$ cat src/rtl/atmega_spi_pkg.sv
// Shared definitions for the ATmega SPI burst sequencer: SPCR/SPSR bit
// positions, FSM state encoding and the SPCR image helper.
package atmega_spi_pkg;

  localparam int unsigned SPCR_SPIE = 7;
  localparam int unsigned SPCR_EN   = 6;
  localparam int unsigned SPCR_MSTR = 4;
  localparam int unsigned SPSR_SPIF = 7;

  typedef enum logic [2:0] {
    ST_IDLE = 3'd0,
    ST_CFG  = 3'd1,
    ST_CLR  = 3'd2,
    ST_LOAD = 3'd3,
    ST_POLL = 3'd4,
    ST_READ = 3'd5,
    ST_DONE = 3'd6
  } state_e;

  // Master mode enabled, interrupt masked: the sequencer polls SPIF itself.
  function automatic logic [7:0] spcr_image(input logic [7:0] cfg);
    logic [7:0] img;
    img            = cfg;
    img[SPCR_EN]   = 1'b1;
    img[SPCR_MSTR] = 1'b1;
    img[SPCR_SPIE] = 1'b0;
    return img;
  endfunction

endpackage

$ cat src/rtl/atmega_spi_burst_fifo.sv
// Synchronous FIFO with full/empty flags and a synchronous flush; head data
// is presented combinationally on data_o.
module atmega_spi_burst_fifo #(
  parameter int unsigned DEPTH = 16,
  parameter int unsigned WIDTH = 8
) (
  input  logic             clk_i,
  input  logic             rst_ni,
  input  logic             flush_i,
  input  logic             push_i,
  input  logic [WIDTH-1:0] data_i,
  input  logic             pop_i,
  output logic [WIDTH-1:0] data_o,
  output logic             full_o,
  output logic             empty_o
);

  localparam int unsigned AW = $clog2(DEPTH);
  localparam int unsigned CW = AW + 1;

  logic [WIDTH-1:0] mem_r [DEPTH];
  logic [AW-1:0]    wr_ptr_r;
  logic [AW-1:0]    rd_ptr_r;
  logic [CW-1:0]    count_r;
  logic             do_push_s;
  logic             do_pop_s;

  assign full_o    = (count_r == CW'(DEPTH));
  assign empty_o   = (count_r == {CW{1'b0}});
  assign do_push_s = push_i & ~full_o;
  assign do_pop_s  = pop_i & ~empty_o;
  assign data_o    = mem_r[rd_ptr_r];

  // Pointer and occupancy bookkeeping.
  always_ff @(posedge clk_i or negedge rst_ni) begin
    if (!rst_ni) begin
      wr_ptr_r <= {AW{1'b0}};
      rd_ptr_r <= {AW{1'b0}};
      count_r  <= {CW{1'b0}};
    end else if (flush_i) begin
      wr_ptr_r <= {AW{1'b0}};
      rd_ptr_r <= {AW{1'b0}};
      count_r  <= {CW{1'b0}};
    end else begin
      if (do_push_s) wr_ptr_r <= wr_ptr_r + AW'(1);
      if (do_pop_s)  rd_ptr_r <= rd_ptr_r + AW'(1);
      count_r <= count_r + CW'(do_push_s) - CW'(do_pop_s);
    end
  end

  // Storage array.
  always_ff @(posedge clk_i) begin
    if (do_push_s && !flush_i) mem_r[wr_ptr_r] <= data_i;
  end

endmodule

$ cat src/rtl/atmega_spi_burst_m.sv
// Burst sequencer driving the register port of an ATmega-style SPI master.
// Optional POLL watchdog: define ATMEGA_SPI_BURST_TIMEOUT_EN.
module atmega_spi_burst_m
  import atmega_spi_pkg::*;
#(
  parameter int unsigned BUS_ADDR_DATA_LEN = 8,
  parameter int unsigned SPCR_ADDR         = 32'h20,
  parameter int unsigned SPSR_ADDR         = 32'h21,
  parameter int unsigned SPDR_ADDR         = 32'h22,
  parameter int unsigned FIFO_DEPTH        = 16
`ifdef ATMEGA_SPI_BURST_TIMEOUT_EN
  ,
  parameter int unsigned TIMEOUT_CYCLES    = 4096
`endif
) (
  input  logic                         clk_i,
  input  logic                         rst_ni,
  input  logic                         start_i,
  input  logic [7:0]                   len_i,
  input  logic [7:0]                   cfg_i,
  output logic                         busy_o,
  output logic                         done_o,
  output logic                         err_o,
  input  logic [7:0]                   tx_data_i,
  input  logic                         tx_valid_i,
  output logic                         tx_ready_o,
  output logic [7:0]                   rx_data_o,
  output logic                         rx_valid_o,
  input  logic                         rx_ready_i,
  output logic [BUS_ADDR_DATA_LEN-1:0] spi_addr_o,
  output logic                         spi_wr_o,
  output logic                         spi_rd_o,
  output logic [7:0]                   spi_bus_o,
  input  logic [7:0]                   spi_bus_i
);

  localparam logic [BUS_ADDR_DATA_LEN-1:0] A_SPCR = BUS_ADDR_DATA_LEN'(SPCR_ADDR);
  localparam logic [BUS_ADDR_DATA_LEN-1:0] A_SPSR = BUS_ADDR_DATA_LEN'(SPSR_ADDR);
  localparam logic [BUS_ADDR_DATA_LEN-1:0] A_SPDR = BUS_ADDR_DATA_LEN'(SPDR_ADDR);

  state_e     state_r, state_s;
  logic [8:0] rem_r, rem_s;
  logic       busy_r, done_r;
  logic       wr_s, rd_s;
  logic [BUS_ADDR_DATA_LEN-1:0] addr_s;
  logic [7:0] bus_s;
  logic       tx_pop_s, rx_push_s, tx_flush_s;
  logic [7:0] tx_head_s;
  logic       tx_full_s, tx_empty_s, rx_full_s, rx_empty_s;

  atmega_spi_burst_fifo #(.DEPTH(FIFO_DEPTH), .WIDTH(8)) u_tx_fifo (
    .clk_i   (clk_i),
    .rst_ni  (rst_ni),
    .flush_i (tx_flush_s),
    .push_i  (tx_valid_i),
    .data_i  (tx_data_i),
    .pop_i   (tx_pop_s),
    .data_o  (tx_head_s),
    .full_o  (tx_full_s),
    .empty_o (tx_empty_s)
  );

  atmega_spi_burst_fifo #(.DEPTH(FIFO_DEPTH), .WIDTH(8)) u_rx_fifo (
    .clk_i   (clk_i),
    .rst_ni  (rst_ni),
    .flush_i (1'b0),
    .push_i  (rx_push_s),
    .data_i  (spi_bus_i),
    .pop_i   (rx_ready_i),
    .data_o  (rx_data_o),
    .full_o  (rx_full_s),
    .empty_o (rx_empty_s)
  );

  assign tx_ready_o = ~tx_full_s;
  assign rx_valid_o = ~rx_empty_s;
  assign busy_o     = busy_r;
  assign done_o     = done_r;
  assign spi_wr_o   = wr_s;
  assign spi_rd_o   = rd_s;
  assign spi_addr_o = addr_s;
  assign spi_bus_o  = bus_s;

`ifdef ATMEGA_SPI_BURST_TIMEOUT_EN
  localparam logic [12:0] TMO_LAST = 13'(TIMEOUT_CYCLES - 1);
  logic [12:0] tmo_r;
  logic        err_r;
  logic        tmo_hit_s;
  assign err_o = err_r;
`else
  assign err_o = 1'b0;
`endif

  // Next-state and register-port access decode, one access per cycle.
  always_comb begin
    state_s    = state_r;
    rem_s      = rem_r;
    wr_s       = 1'b0;
    rd_s       = 1'b0;
    addr_s     = {BUS_ADDR_DATA_LEN{1'b0}};
    bus_s      = 8'h00;
    tx_pop_s   = 1'b0;
    rx_push_s  = 1'b0;
    tx_flush_s = 1'b0;
`ifdef ATMEGA_SPI_BURST_TIMEOUT_EN
    tmo_hit_s  = 1'b0;
`endif
    case (state_r)
      ST_IDLE: begin
        if (start_i) begin
          state_s = ST_CFG;
          rem_s   = (len_i == 8'd0) ? 9'd256 : {1'b0, len_i};
        end else begin
          state_s = ST_IDLE;
        end
      end
      ST_CFG: begin
        wr_s    = 1'b1;
        addr_s  = A_SPCR;
        bus_s   = spcr_image(cfg_i);
        state_s = ST_CLR;
      end
      ST_CLR: begin
        rd_s    = 1'b1;
        addr_s  = A_SPSR;
        state_s = ST_LOAD;
      end
      ST_LOAD: begin
        if (tx_empty_s) begin
          state_s = ST_LOAD;
        end else begin
          wr_s     = 1'b1;
          addr_s   = A_SPDR;
          bus_s    = tx_head_s;
          tx_pop_s = 1'b1;
          state_s  = ST_POLL;
        end
      end
      ST_POLL: begin
        rd_s   = 1'b1;
        addr_s = A_SPSR;
        if (spi_bus_i[SPSR_SPIF]) begin
          state_s = ST_READ;
        end
`ifdef ATMEGA_SPI_BURST_TIMEOUT_EN
        else if (tmo_r == TMO_LAST) begin
          state_s    = ST_DONE;
          tx_flush_s = 1'b1;
          tmo_hit_s  = 1'b1;
        end
`endif
        else begin
          state_s = ST_POLL;
        end
      end
      ST_READ: begin
        // SPDR keeps the received byte, so a full RX FIFO just delays the read.
        if (rx_full_s) begin
          state_s = ST_READ;
        end else begin
          rd_s      = 1'b1;
          addr_s    = A_SPDR;
          rx_push_s = 1'b1;
          rem_s     = rem_r - 9'd1;
          state_s   = (rem_r == 9'd1) ? ST_DONE : ST_LOAD;
        end
      end
      ST_DONE: begin
        state_s = ST_IDLE;
      end
      default: begin
        state_s = ST_IDLE;
      end
    endcase
  end

  // State, byte counter and registered status outputs.
  always_ff @(posedge clk_i or negedge rst_ni) begin
    if (!rst_ni) begin
      state_r <= ST_IDLE;
      rem_r   <= 9'd0;
      busy_r  <= 1'b0;
      done_r  <= 1'b0;
    end else begin
      state_r <= state_s;
      rem_r   <= rem_s;
      busy_r  <= (state_s != ST_IDLE) && (state_s != ST_DONE);
      done_r  <= (state_s == ST_DONE);
    end
  end

`ifdef ATMEGA_SPI_BURST_TIMEOUT_EN
  // POLL watchdog and sticky error flag.
  always_ff @(posedge clk_i or negedge rst_ni) begin
    if (!rst_ni) begin
      tmo_r <= 13'd0;
      err_r <= 1'b0;
    end else begin
      tmo_r <= (state_r == ST_POLL) ? tmo_r + 13'd1 : 13'd0;
      if (state_r == ST_IDLE && start_i) begin
        err_r <= 1'b0;
      end else if (tmo_hit_s) begin
        err_r <= 1'b1;
      end else begin
        err_r <= err_r;
      end
    end
  end
`endif

endmodule
$ cat config.mk
export PLATFORM = sky130hd
export DESIGN_NAME = atmega_spi_burst_m
export DESIGN_NICKNAME = d
export VERILOG_FILES = /design/src/rtl/atmega_spi_pkg.sv /design/src/rtl/atmega_spi_burst_fifo.sv /design/src/rtl/atmega_spi_burst_m.sv
export SDC_FILE = /design/constraint.sdc
export NUM_CORES = 1
export LEC_CHECK = 0
export BUFFER_PORTS_ARGS = -buffer_cell sky130_fd_sc_hd__buf_4
export CORE_MARGIN = 2
export CORE_UTILIZATION = 55
export CTS_CLUSTER_DIAMETER = 40
export DETAILED_ROUTE_END_ITERATION = 10
export GPL_TIMING_DRIVEN = 0
export PLACE_DENSITY_LB_ADDON = 0.3
export SETUP_SLACK_MARGIN = 0.15
export SYNTH_ARGS = -nofsm -noshare
export SYNTH_HDL_FRONTEND = slang
export SYNTH_HIERARCHICAL = 1
export SYNTH_SLANG_ARGS = --single-unit
$ cat constraint.sdc
create_clock -name clk_i -period 3.05 [get_ports clk_i]
set_input_delay 0.1525 -clock clk_i [delete_from_list [all_inputs] [get_ports clk_i]]
set_output_delay 0.1525 -clock clk_i [all_outputs]
set_load 0.05 [all_outputs]
**Word level (Yosys, flattened, before mapping)**

Memories as Yosys holds them, arrays and structs flattened.
Index checks and enable logic that the tools add are counted.

- Bitwise gates (word level): 8
- Reductions and logical operators: 9
- Equality and inequality tests: 12
- Multiplexer cells: 25
- Add/sub/neg operators: 9

Operator list:

| operator | number |
|---|---|
| $mux W9 | 3 |
| $pmux W6 S4 | 1 |
| $pmux W3 S6 | 1 |
| $pmux W9 S2 | 1 |
| $add A4 B1 Y4 const B | 4 |
| $pmux W8 S2 | 1 |
| $mux W6 | 2 |
| $add A5 B1 Y5 | 2 |
| $eq A5 B5 Y1 const B | 2 |
| $logic_not A5 Y1 | 2 |
| $mux W1 | 10 |
| $sub A5 B1 Y5 | 2 |
| $eq A3 B3 Y1 const B | 3 |
| $eq A9 B1 Y1 const B | 1 |
| $mux W3 | 3 |
| $sub A9 B1 Y9 const B | 1 |
| $logic_not A8 Y1 | 1 |
| $mux W8 | 1 |
| $eq A3 B2 Y1 const B | 2 |
| $and A1 B1 Y1 | 4 |
| $ne A2 B2 Y1 const B | 2 |
| $not A1 Y1 | 4 |
| $pmux W1 S2 | 2 |
| $eq A3 B1 Y1 const B | 1 |
| other kinds (7) | 7 |

- Memory bits (writable): 256
- Register bits after elaboration: 40
- Memories kept: 2
- Logic and storage cells: 75
- Input port bits: 37

Memories:

| memory | depth | bits a word | rd ports | clocked after Yosys merged registers in | wr ports | line | RTL |
|---|---|---|---|---|---|---|---|
| u_rx_fifo.mem_r | 16 | 8 | 1 | 0 | 1 | atmega_spi_burst_fifo.sv:21 | `logic [WIDTH-1:0] mem_r [DEPTH];` |
| u_tx_fifo.mem_r | 16 | 8 | 1 | 0 | 1 | atmega_spi_burst_fifo.sv:21 |  |

**Logic depth before layout (Yosys ltp)**

Gate-level depths: netlist of the first run.

- Depth after elaboration: 6
- Mapped depth: 17

**Cells and area by module**

The synthesis of the first run kept the hierarchy.

By module, submodules not included:

| module | sequential area each (um^2) | instances | area each (um^2) | cells each |
|---|---|---|---|---|
| atmega_spi_burst_fifo (u_rx_fifo) | 4169.0 | 1 | 5954.5 | 338 |
| atmega_spi_burst_fifo (u_tx_fifo) | 4169.0 | 1 | 5805.6 | 307 |
| atmega_spi_burst_m | 350.3 | 1 | 1139.8 | 124 |

**Least setup slack after synthesis of the first run**

Ideal clock, no wire load.

- Path type: register -> register
- From: register u_tx_fifo.count_r[3]
- To: register u_tx_fifo.count_r[4]
- Clock period less this slack: 3003 ps
- Arrival time: 2915 ps
- Setup slack: 47 ps
- Stages on the path, launching flop included: 18
- Setup time: 88 ps
- Buffers on the path: 1
- Cells stage by stage: dfrtp_1 inv_1 ha_1 or4b_1 inv_1 nor4bb_4 buf_4 nand2_1 inv_1 ha_1 inv_1 ha_1 inv_1 fa_1 nor2b_1 o21bai_1 nand3_1 nor3b_1

- Cells in the longest elaborated chain, start to end: 5
- Elaborated cells between the ends (all ways): 10
- Those cells by class: add/sub (2); eq/ne (1); mux (2); bitwise (4); reduce/logical (1)

Ends and longest elaborated chain:

| element | line | RTL |
|---|---|---|
| start: declaration | atmega_spi_burst_fifo.sv:24 | `logic [CW-1:0] count_r;` |
| start signal: assignment | atmega_spi_burst_fifo.sv:39 | `count_r <= {CW{1'b0}};` |
| start signal: assignment | atmega_spi_burst_fifo.sv:43 | `count_r <= {CW{1'b0}};` |
| start signal: assignment | atmega_spi_burst_fifo.sv:47 | `count_r <= count_r + CW'(do_push_s) - CW'(do_pop_s);` |
| $logic_not A5 Y1 | atmega_spi_burst_fifo.sv:29 | `assign empty_o = (count_r == {CW{1'b0}});` |
| net tx_empty_s | atmega_spi_burst_m.sv:49 | `logic tx_full_s, tx_empty_s, rx_full_s, rx_empty_s;` |
| $mux W1 | atmega_spi_burst_m.sv:129 | `if (tx_empty_s) begin` |
| $mux W1 | atmega_spi_burst_m.sv:108 | `case (state_r)` |
| net tx_pop_s | atmega_spi_burst_m.sv:47 | `logic tx_pop_s, rx_push_s, tx_flush_s;` |
| $and A1 B1 Y1 | atmega_spi_burst_fifo.sv:31 | `assign do_pop_s = pop_i & ~empty_o;` |
| $sub A5 B1 Y5 | atmega_spi_burst_fifo.sv:47 |  |

The timed path passes the listed nets, and every way through them passes these cells.
A chain may end at the register's enable or synchronous reset.

**Worst setup path in the final report of the first run**

Ends and elaborated chain as after synthesis.

==> summary.log, run 1 <==
INFO  status         run_status=completed
INFO  clocking       clock_insertion_delay_worst_skew=0.53ns
INFO  timing         drv_slew=0
INFO  global_routing first_pass_grt_wire_length=41.2mm
INFO  global_routing grt_pass1_vias=7325
INFO  critical_path  critPathRequiredTime=3.44ns
INFO  critical_path  r2r_start=u_tx_fifo/count_r[3]$_DFF_PN0_
INFO  cells_and_area nFillCells=1558
INFO  critical_path  path_cells=inv_2 -> ha_4 -> or4b_4 -> inv_4 -> nor4bb_4 -> buf_6 -> nand2_4 -> inv_1 -> ha_4 -> inv_2 -> ha_4 -> inv_2 -> fa_2 -> nor2b_4 -> o21bai_4 -> a21oi_2 -> nor3b_2
INFO  critical_path  critical_path_buf_inv_count=6
INFO  synthesis      ys.flop_type=sky130_fd_sc_hd__edfxtp_1
INFO  flow_run       cap_viol_max_count=0
INFO  synthesis      yosysUniqueCellTypes=72
INFO  global_routing grt_max_degree=41
INFO  place          post-dp-hpwl=17.0mm
INFO  timing         tightestPinTransition=0.910ns
INFO  route          drcViolationCount=0
INFO  floorplanning  floorplan.die_area=24700um2
INFO  place          post-place-ws=-0.248ns
INFO  pwr            leakagePower=5.67nW
INFO  clocking       tritoncts_num_sinks=296
INFO  timing         final-hold-violation-count=0
INFO  critical_path  r2r-end=u_tx_fifo/count_r[4]$_DFF_PN0_
INFO  timing         setup_violations=0
INFO  floorplanning  initial_core_util=55.5%
INFO  critical_path  crit_family=adder cells
INFO  synthesis      synthesis.area_per_instance=16.8um2
INFO  critical_path  arrival=3.20ns
INFO  synthesis      synth_edf_count=256
INFO  floorplanning  die_height=157um
INFO  place          placed_area=13900um2
INFO  synthesis      synth_cells=769
INFO  pwr            net-switching-power=0.00406W
INFO  route          drt.antenna.violating_nets=0
INFO  pwr            vdd.ir_drop.worst=1.22mV
INFO  clocking       cts_tree=built
INFO  timing         upper_clock_frequency_limit=0.356GHz
INFO  critical_path  critical_path_class=flop to flop
INFO  synthesis      yosysTopAreaCell=sky130_fd_sc_hd__edfxtp_1
INFO  critical_path  r2r_setup_slack=0.24ns
INFO  clocking       clk_pin_slew=0.05ns
INFO  hold_path      holdPathEnd=rem_r[2]$_DFFE_PN0P_
INFO  floorplanning  pin_count=68
INFO  critical_path  largest_stage_delay_on_the_critical_path=0.49ns
INFO  global_routing grt_remaining_overflow=0
INFO  pwr            comb_power_share=29.6%
INFO  timing         setup_slack=0.242ns
INFO  place          place_congestion=0.808
INFO  critical_path  crit_slowest_cell=sky130_fd_sc_hd__or4b_4
INFO  timing         timing.final.crit_share=92.1%
INFO  synthesis      yosys_warnings=6
INFO  hold_path      hold_start=len_i[2]
INFO  clocking       numCtsBuffers=40
INFO  critical_path  crit_path_max_fanout=2
INFO  global_routing track_usage=22.3%
INFO  synthesis      synth_top_area_share=59.6%
INFO  critical_path  crit_path_end_kind=flop
INFO  place          buffer_ports.inserted=58
INFO  synthesis      mappedNetlistArea=12900um2
INFO  pwr            power_density_normalized_to_cell_area=843nW/um2
INFO  pwr            power.share.clock=34.4%
INFO  route          detailedRoute.firstIterationViolations=470
INFO  timing         setup-tns-final=0ns
INFO  critical_path  sort_of_element_at_the_start_of_the_critical_path=flop
INFO  route          drt_first_pass_iters=7
INFO  route          vias=7276
INFO  floorplanning  die_w=157um
INFO  global_routing antenna_found_initial=0
INFO  timing         final.min_clock_period=2.81ns
INFO  timing         relative_slew_margins=39.1%
INFO  clocking       clock_tree.buffer_depth=3
INFO  route          route.detailed.vias_per_inst=5.68
INFO  floorplanning  row_count=56
INFO  clocking       htree_levels=2
INFO  pwr            fin_total_pwr=0.0133W
INFO  floorplanning  floorplan.core_area=23300um2
INFO  pwr            power.share.switching=30.6%
INFO  hold_path      holdCritPathClass=primary input to flop
INFO  pwr            internal_power=0.00919W
INFO  synthesis      yosys_register_bits=296
INFO  synthesis      synth.top_cells.by_area=sky130_fd_sc_hd__edfxtp_1 (60%), sky130_fd_sc_hd__dfrtp_1 (7.8%), sky130_fd_sc_hd__mux4_2 (5.9%), sky130_fd_sc_hd__mux4_1 (2.9%), sky130_fd_sc_hd__mux2i_1 (2.6%)
INFO  timing         grt_setup_unrepaired=yes
INFO  cells_and_area layout-drive-gt1-share=28.0%
INFO  pwr            pwr-share-seq=36.0%
INFO  cells_and_area n_antenna_cell=0
INFO  clocking       cts_root_buffer=sky130_fd_sc_hd__clkbuf_16
INFO  critical_path  timing.reg2reg.worst_path_depth=17
INFO  route          route.detailed.wl_per_inst=21.1um
INFO  cells_and_area area_growth_syn_to_layout=21.8%
INFO  route          route.final.wire_length=27.0mm
INFO  cells_and_area nets=996
INFO  synthesis      asyncSetResetFlopFracSynth=13.5%
INFO  hold_path      holdPathStages=3
INFO  timing         fin_skew=0.0286ns
INFO  cells_and_area finalInstanceArea=15700um2
INFO  synthesis      synth-seq-area-share=67.4%
-- synth_stat cells (3+ instances only) --
| master | number |
|---|---|
| sky130_fd_sc_hd__nand3b_1 | 3 |
| sky130_fd_sc_hd__nor3_1 | 5 |
| sky130_fd_sc_hd__buf_12 | 5 |
| sky130_fd_sc_hd__a22oi_1 | 25 |
| sky130_fd_sc_hd__a21oi_2 | 5 |
| sky130_fd_sc_hd__o21ai_1 | 4 |
| sky130_fd_sc_hd__nand4_1 | 3 |
| sky130_fd_sc_hd__and3_1 | 3 |
| sky130_fd_sc_hd__buf_4 | 13 |
| sky130_fd_sc_hd__nand2_1 | 36 |
| sky130_fd_sc_hd__nor2b_1 | 11 |
| sky130_fd_sc_hd__nand3_1 | 14 |
| sky130_fd_sc_hd__mux4_2 | 34 |
| sky130_fd_sc_hd__nand2b_1 | 3 |
| sky130_fd_sc_hd__a221oi_2 | 11 |
| sky130_fd_sc_hd__ha_1 | 24 |
| sky130_fd_sc_hd__nor2_1 | 46 |
| sky130_fd_sc_hd__inv_1 | 34 |
| sky130_fd_sc_hd__a21oi_1 | 12 |
| sky130_fd_sc_hd__o21bai_1 | 3 |
| sky130_fd_sc_hd__buf_6 | 10 |
| sky130_fd_sc_hd__mux4_1 | 14 |
| sky130_fd_sc_hd__o21ai_0 | 12 |
| sky130_fd_sc_hd__edfxtp_1 | 256 |
| sky130_fd_sc_hd__and2_1 | 11 |
| sky130_fd_sc_hd__mux2i_1 | 33 |
| sky130_fd_sc_hd__nor3b_1 | 4 |
| sky130_fd_sc_hd__clkbuf_1 | 10 |
| sky130_fd_sc_hd__dfrtp_1 | 40 |
| sky130_fd_sc_hd__a221oi_1 | 5 |
| sky130_fd_sc_hd__xnor2_1 | 5 |
| sky130_fd_sc_hd__a21o_1 | 5 |
| sky130_fd_sc_hd__a22o_1 | 5 |
| sky130_fd_sc_hd__nor4_1 | 7 |
| sky130_fd_sc_hd__xor2_1 | 11 |
-- through the flow --
stage | hold slack, ns | cells | util (%)
finish | 0.0297 | 1282 | 67.6
global route | 0.0290 | 1282 | 67.6
CTS | 0.0119 | 1276 | 67.1
detailed placement | 0.181 | 1168 | 59.6
global placement | 0.174 | 1164 | 59.4
floorplan | -0.143 | 787 | -
-- layout make-up --
cell class / instances / area (um2) / area share [%]
Buffer: 44 / 412 / 2.62
Multi-Input combinational cell: 411 / 3900 / 24.8
Timing Repair Buffer: 104 / 846 / 5.38
Tap cell: 319 / 399 / 2.54
Clock buffer: 50 / 1060 / 6.74
Inverter: 36 / 140 / 0.892
Sequential cell: 296 / 8690 / 55.3
Clock inverter: 22 / 275 / 1.75
-- routing by layer --
| layer | GRT usage [%] | share of wire [%] |
|---|---|---|
| met5 | 0 | 0 |
| met4 | 6.28 | 2.3 |
| met2 | 37.0 | 50 |
| met3 | 3.66 | 5.6 |
| met1 | 30.8 | 43 |
-- power by group through the flow --
stage	Combinational, W	Sequential (W)	Clock [W]
after detailed placement	0.00352	0.00484	0
final	0.00392	0.00477	0.00456
after global placement	0.00345	0.00483	0
after CTS	0.00373	0.00477	0.00464
after global routing	0.00419	0.00480	0.00479
after floorplan	0.00268	0.00482	0
-- worst reg2reg max path: cells and delay by family (launching register included) --
family	cells	cell delay (ns)
AO/OA/AOI/OAI	2	0.24
buffers and inverters	6	0.45
flip-flops	1	0.38
AND/OR/NAND/NOR	5	0.80
adder cells (fa/ha/maj)	4	0.83
-- worst max path at each step --
stage,startpoint,end,slack (ns),cells after the start
floorplan,u_tx_fifo/count_r[3]$_DFF_PN0_,u_tx_fifo/count_r[4]$_DFF_PN0_,0.15,17
global placement,u_rx_fifo/count_r[2]$_DFF_PN0_,u_rx_fifo/count_r[4]$_DFF_PN0_,-0.12,17
detailed placement,u_rx_fifo/count_r[3]$_DFF_PN0_,u_rx_fifo/count_r[4]$_DFF_PN0_,-0.25,17
CTS,u_rx_fifo/count_r[3]$_DFF_PN0_,u_rx_fifo/count_r[4]$_DFF_PN0_,0.07,14
global route,u_rx_fifo/count_r[3]$_DFF_PN0_,u_rx_fifo/count_r[4]$_DFF_PN0_,0.09,14
finish,u_tx_fifo/count_r[3]$_DFF_PN0_,u_tx_fifo/count_r[4]$_DFF_PN0_,0.24,17
-- state kept, by name, summed over array words and instances (netlist names) --
| name | count |
|---|---|
| u_rx_fifo/mem_r | 128 |
| u_tx_fifo/mem_r | 128 |
| rem_r | 9 |
| u_rx_fifo/count_r | 5 |
| u_tx_fifo/count_r | 5 |
| u_rx_fifo/rd_ptr_r | 4 |
| u_rx_fifo/wr_ptr_r | 4 |
| u_tx_fifo/rd_ptr_r | 4 |
| u_tx_fifo/wr_ptr_r | 4 |
| state_r | 3 |
| busy_o | 1 |
| done_o | 1 |
-- kinds of logic (layout without fill, tap and decap cells) --
kind of cell    Yosys count  in the layout  share of synthesized area (%)
flops                   296            296                           67.4
mux                      81             81                           11.3
buf+inv                  80            256                           4.12
simple gates            166            166                           6.95
fa+ha+maj                26             26                           2.64
other cells               1             19                         0.0291
compound gates          103            103                           6.47
xor+xnor                 16             16                           1.09
-- what timing repair did --
action / 4_1_cts / 5_1_grt
pin swaps: 7 / 4
hold endpoints to repair: 306 / 0
buffers inserted: 10 / 6
resized for setup: 19 / 16
hold buffers: 26 / 0
endpoints found under the setup margin: 39 / 4
-- layout by cell type, fill, tap and decap left out, drive strengths merged, types with 33 or more instances in the layout --
| cell | instances |
|---|---|
| dfrtp | 40 |
| nand2 | 36 |
| edfxtp | 256 |
| clkbuf | 63 |
| inv | 39 |
| buf | 109 |
| mux4 | 48 |
| nor2 | 47 |
| mux2i | 33 |
Note: power is estimated with default switching activity, not from simulation.
==> run 2: changes to the inputs <==
--- a/config.mk
+++ b/config.mk
@@ -11,8 +11,10 @@
 export CTS_CLUSTER_DIAMETER = 40
 export DETAILED_ROUTE_END_ITERATION = 10
 export GPL_TIMING_DRIVEN = 0
+export MAX_ROUTING_LAYER = met4
 export PLACE_DENSITY_LB_ADDON = 0.3
 export SETUP_SLACK_MARGIN = 0.15
+export SLEW_MARGIN = 25
 export SYNTH_ARGS = -nofsm -noshare
 export SYNTH_HDL_FRONTEND = slang
 export SYNTH_HIERARCHICAL = 1
==> run 2 against run 1 <==
Wire length shrank 1.8%; combinational power is essentially flat; register-to-register slack got worse by 0.03 ns; total power fell by 3.0%.
==> summary.log, run 2 (same netlist as run 1, synthesis figures left out) <==
INFO  floorplanning  die_height=157um [unchanged]
INFO  place          buffer_ports.inserted=58 [unchanged]
INFO  floorplanning  initial_core_util=55.5% [unchanged]
INFO  floorplanning  floorplan.die_area=24700um2 [unchanged]
INFO  timing         setup_violations=0 [unchanged]
INFO  global_routing antenna_found_initial=0 [unchanged]
INFO  global_routing grt_max_degree=41 [unchanged]
INFO  timing         tightestPinTransition=0.956ns [+0.0464 ns]
INFO  critical_path  r2r_start=u_tx_fifo/count_r[2]$_DFF_PN0_
INFO  timing         finalHoldWorstSlack=0.0251ns [-0.00463 ns]
INFO  critical_path  critical_path.startpoint=u_tx_fifo/count_r[2]$_DFF_PN0_
INFO  cells_and_area largest_registers_ranked_by_flip_flop_count=u_rx_fifo/mem_r (128), u_tx_fifo/mem_r (128), rem_r (9)
INFO  floorplanning  floorplan.core_area=23300um2 [unchanged]
INFO  critical_path  crit_path_max_fanout=2 [unchanged]
INFO  clocking       tritoncts_num_sinks=296 [unchanged]
INFO  flow_run       cap_viol_max_count=0 [unchanged]
INFO  route          route.detailed.vias_per_inst=5.68 [+0.15%]
INFO  critical_path  worstSetupEndpoint=u_tx_fifo/count_r[4]$_DFF_PN0_
INFO  clocking       clk_pin_slew=0.04ns [about the same]
INFO  clocking       htree_levels=2 [unchanged]
INFO  timing         relative_slew_margins=36.0% [-3.1 points]
INFO  timing         grt_setup_unrepaired=yes
INFO  critical_path  critPathRequiredTime=3.43ns [about the same]
INFO  global_routing first_pass_grt_wire_length=40.4mm [-1.9%]
INFO  cells_and_area nets=993 [-0.30%]
INFO  clocking       clock_insertion_delay_worst_skew=0.52ns [about the same]
INFO  cells_and_area nFillCells=1587 [+1.9%]
INFO  critical_path  crit_path_end_kind=flop
INFO  pwr            power_density_normalized_to_cell_area=826nW/um2 [-2.1%]
INFO  critical_path  sort_of_element_at_the_start_of_the_critical_path=flop
INFO  cells_and_area most_common_cell_after_layout_fill_and_taps_aside=sky130_fd_sc_hd__edfxtp_1
INFO  cells_and_area n_antenna_cell=0 [unchanged]
INFO  timing         final-hold-violation-count=0 [unchanged]
INFO  hold_path      holdCritPathClass=primary input to flop
INFO  route          drt_first_pass_iters=5 [-2]
INFO  critical_path  r2r-end=u_tx_fifo/count_r[4]$_DFF_PN0_
INFO  critical_path  critical_path_class=flop to flop
INFO  global_routing grt_pass1_vias=7300 [-0.34%]
INFO  cells_and_area final-seq-area=8690um2 [unchanged]
INFO  critical_path  timing.reg2reg.worst_path_depth=17 [unchanged]
INFO  status         run_status=completed
INFO  clocking       cts_root_buffer=sky130_fd_sc_hd__clkbuf_16
INFO  critical_path  r2r_setup_slack=0.22ns [-0.03 ns]
INFO  pwr            vdd.ir_drop.worst=1.05mV [-14%]
INFO  clocking       numCtsBuffers=38 [-5.0%]
INFO  route          vias=7247 [-0.40%]
INFO  floorplanning  die_w=157um [unchanged]
INFO  cells_and_area fin_cells=1275 [-0.55%]
INFO  floorplanning  pin_count=68 [unchanged]
INFO  timing         drv_slew=0 [unchanged]
INFO  route          detailedRoute.firstIterationViolations=408 [-13%]
INFO  timing         final.min_clock_period=2.83ns [+0.0264 ns]
INFO  timing         upper_clock_frequency_limit=0.353GHz [-0.93%]
INFO  pwr            leakagePower=5.60nW [-1.1%]
INFO  global_routing track_usage=22.5% [+0.26 points]
INFO  cells_and_area layout-drive-gt1-share=28.2% [+0.21 points]
INFO  cells_and_area area_growth_syn_to_layout=20.7%
INFO  route          drcViolationCount=0 [unchanged]
INFO  critical_path  arrival=3.21ns [about the same]
INFO  route          route.detailed.wl_per_inst=20.8um [-1.2%]
INFO  clocking       clock_tree.buffer_depth=3 [unchanged]
INFO  floorplanning  row_count=56 [unchanged]
INFO  route          route.final.wire_length=26.6mm [-1.8%]
INFO  clocking       cts_tree=built
INFO  place          place_congestion=0.822 [+1.7%]
INFO  place          placedCellCount=1168 [unchanged]
INFO  timing         fin_skew=0.0299ns [+0.00123 ns]
INFO  place          post-dp-hpwl=16.9mm [-0.16%]
INFO  cells_and_area highest_count_cells_in_the_layout_ignoring_fill_and_taps=sky130_fd_sc_hd__edfxtp_1 (256), sky130_fd_sc_hd__buf_4 (87), sky130_fd_sc_hd__nor2_1 (46), sky130_fd_sc_hd__dfrtp_1 (40), sky130_fd_sc_hd__clkbuf_16 (39)
INFO  route          drt.antenna.violating_nets=0 [unchanged]
INFO  timing         timing.final.crit_share=92.9% [+0.87 points]
INFO  cells_and_area multi_input_comb_area=3900um2 [+0.13%]
INFO  global_routing grt_remaining_overflow=0 [unchanged]
==> run 2: cell count changes in the layout (fill, tap and decap cells not counted), sizes merged <==
| cell | previous run | this run |
|---|---|---|
| clkbuf | 63 | 57 |
| clkinv | 9 | 10 |
| dlygate4sd3 | 26 | 25 |
| clkinvlp | 6 | 7 |
| bufinv | 4 | 2 |
==> run 2: worst min path at each step <==
stage / endpoint / depth (start not counted) / start
4_1_cts: rem_r[6]$_DFFE_PN0P_ / 3 / len_i[6]
5_1_grt: rem_r[6]$_DFFE_PN0P_ / 3 / len_i[6]
3_5_place_dp: rem_r[7]$_DFFE_PN0P_ / 1 / rst_ni
2_1_floorplan: busy_o$_DFF_PN0_ / 0 / rst_ni
6_report: rem_r[6]$_DFFE_PN0P_ / 3 / len_i[6]
3_3_place_gp: rem_r[7]$_DFFE_PN0P_ / 1 / rst_ni
==> run 2: per-layer routing <==
metal / wire [um] / part of all wire [%] / vias up / GRT usage, %
li1: - / - / 3301 / -
met1: 11300 / 43 / 3638 / 30.0
met2: 13100 / 49 / 265 / 36.2
met3: 1600 / 6.0 / 43 / 3.50
met4: 539 / 2.0 / 0 / 7.23
met5: 0 / 0 / - / -
==> run 2: area by class of cell <==
class,count,area share (%)
Multi-Input combinational cell,411,25.1
Clock inverter,22,1.26
Inverter,36,0.900
Tap cell,319,2.56
Timing Repair Buffer,103,5.32
Buffer,44,2.60
Clock buffer,44,6.45
Sequential cell,296,55.8
==> run 2: where the power goes <==
group          internal (W)  total, W  switching (W)
logic               0.00175   0.00390        0.00214
registers           0.00460   0.00477       0.000173
clock network       0.00254   0.00418        0.00164
total               0.00890    0.0129        0.00395
==> run 2: per-stage QoR <==
step           TNS [ns]  setup WS (ns)  util [%]  cell area [um2]  power, W
2_1_floorplan         0          0.152         -            13000   0.00749
6_report              0          0.216      66.9            15600    0.0129
3_3_place_gp     -0.498         -0.123      59.4            13800   0.00829
3_5_place_dp     -0.331         -0.249      59.6            13900   0.00836
5_1_grt               0          0.114      66.9            15600    0.0134
4_1_cts               0         0.0651      66.4            15400    0.0128
==> run 2: critical path, cell delays in order, from the launching register on <==
cell	delay [ns]
sky130_fd_sc_hd__dfrtp_1	0.40
sky130_fd_sc_hd__inv_2	0.09
sky130_fd_sc_hd__ha_4	0.13
sky130_fd_sc_hd__or4b_4	0.49
sky130_fd_sc_hd__inv_4	0.09
sky130_fd_sc_hd__nor4bb_4	0.05
sky130_fd_sc_hd__buf_6	0.12
sky130_fd_sc_hd__nand2_4	0.05
sky130_fd_sc_hd__inv_2	0.04
sky130_fd_sc_hd__ha_4	0.22
sky130_fd_sc_hd__inv_2	0.06
sky130_fd_sc_hd__ha_4	0.13
sky130_fd_sc_hd__inv_2	0.04
sky130_fd_sc_hd__fa_2	0.36
sky130_fd_sc_hd__nor2b_4	0.17
sky130_fd_sc_hd__o21bai_4	0.08
sky130_fd_sc_hd__a21oi_2	0.15
sky130_fd_sc_hd__nor3b_2	0.05
==> run 2: what timing repair did <==
action | 4_1_cts | 5_1_grt
hold buffers | 25 | 0
endpoints found under the hold margin | 304 | 0
pin swaps | 7 | 9
gates resized for setup | 20 | 14
buffers inserted | 10 | 6
endpoints found under the setup margin | 77 | 3
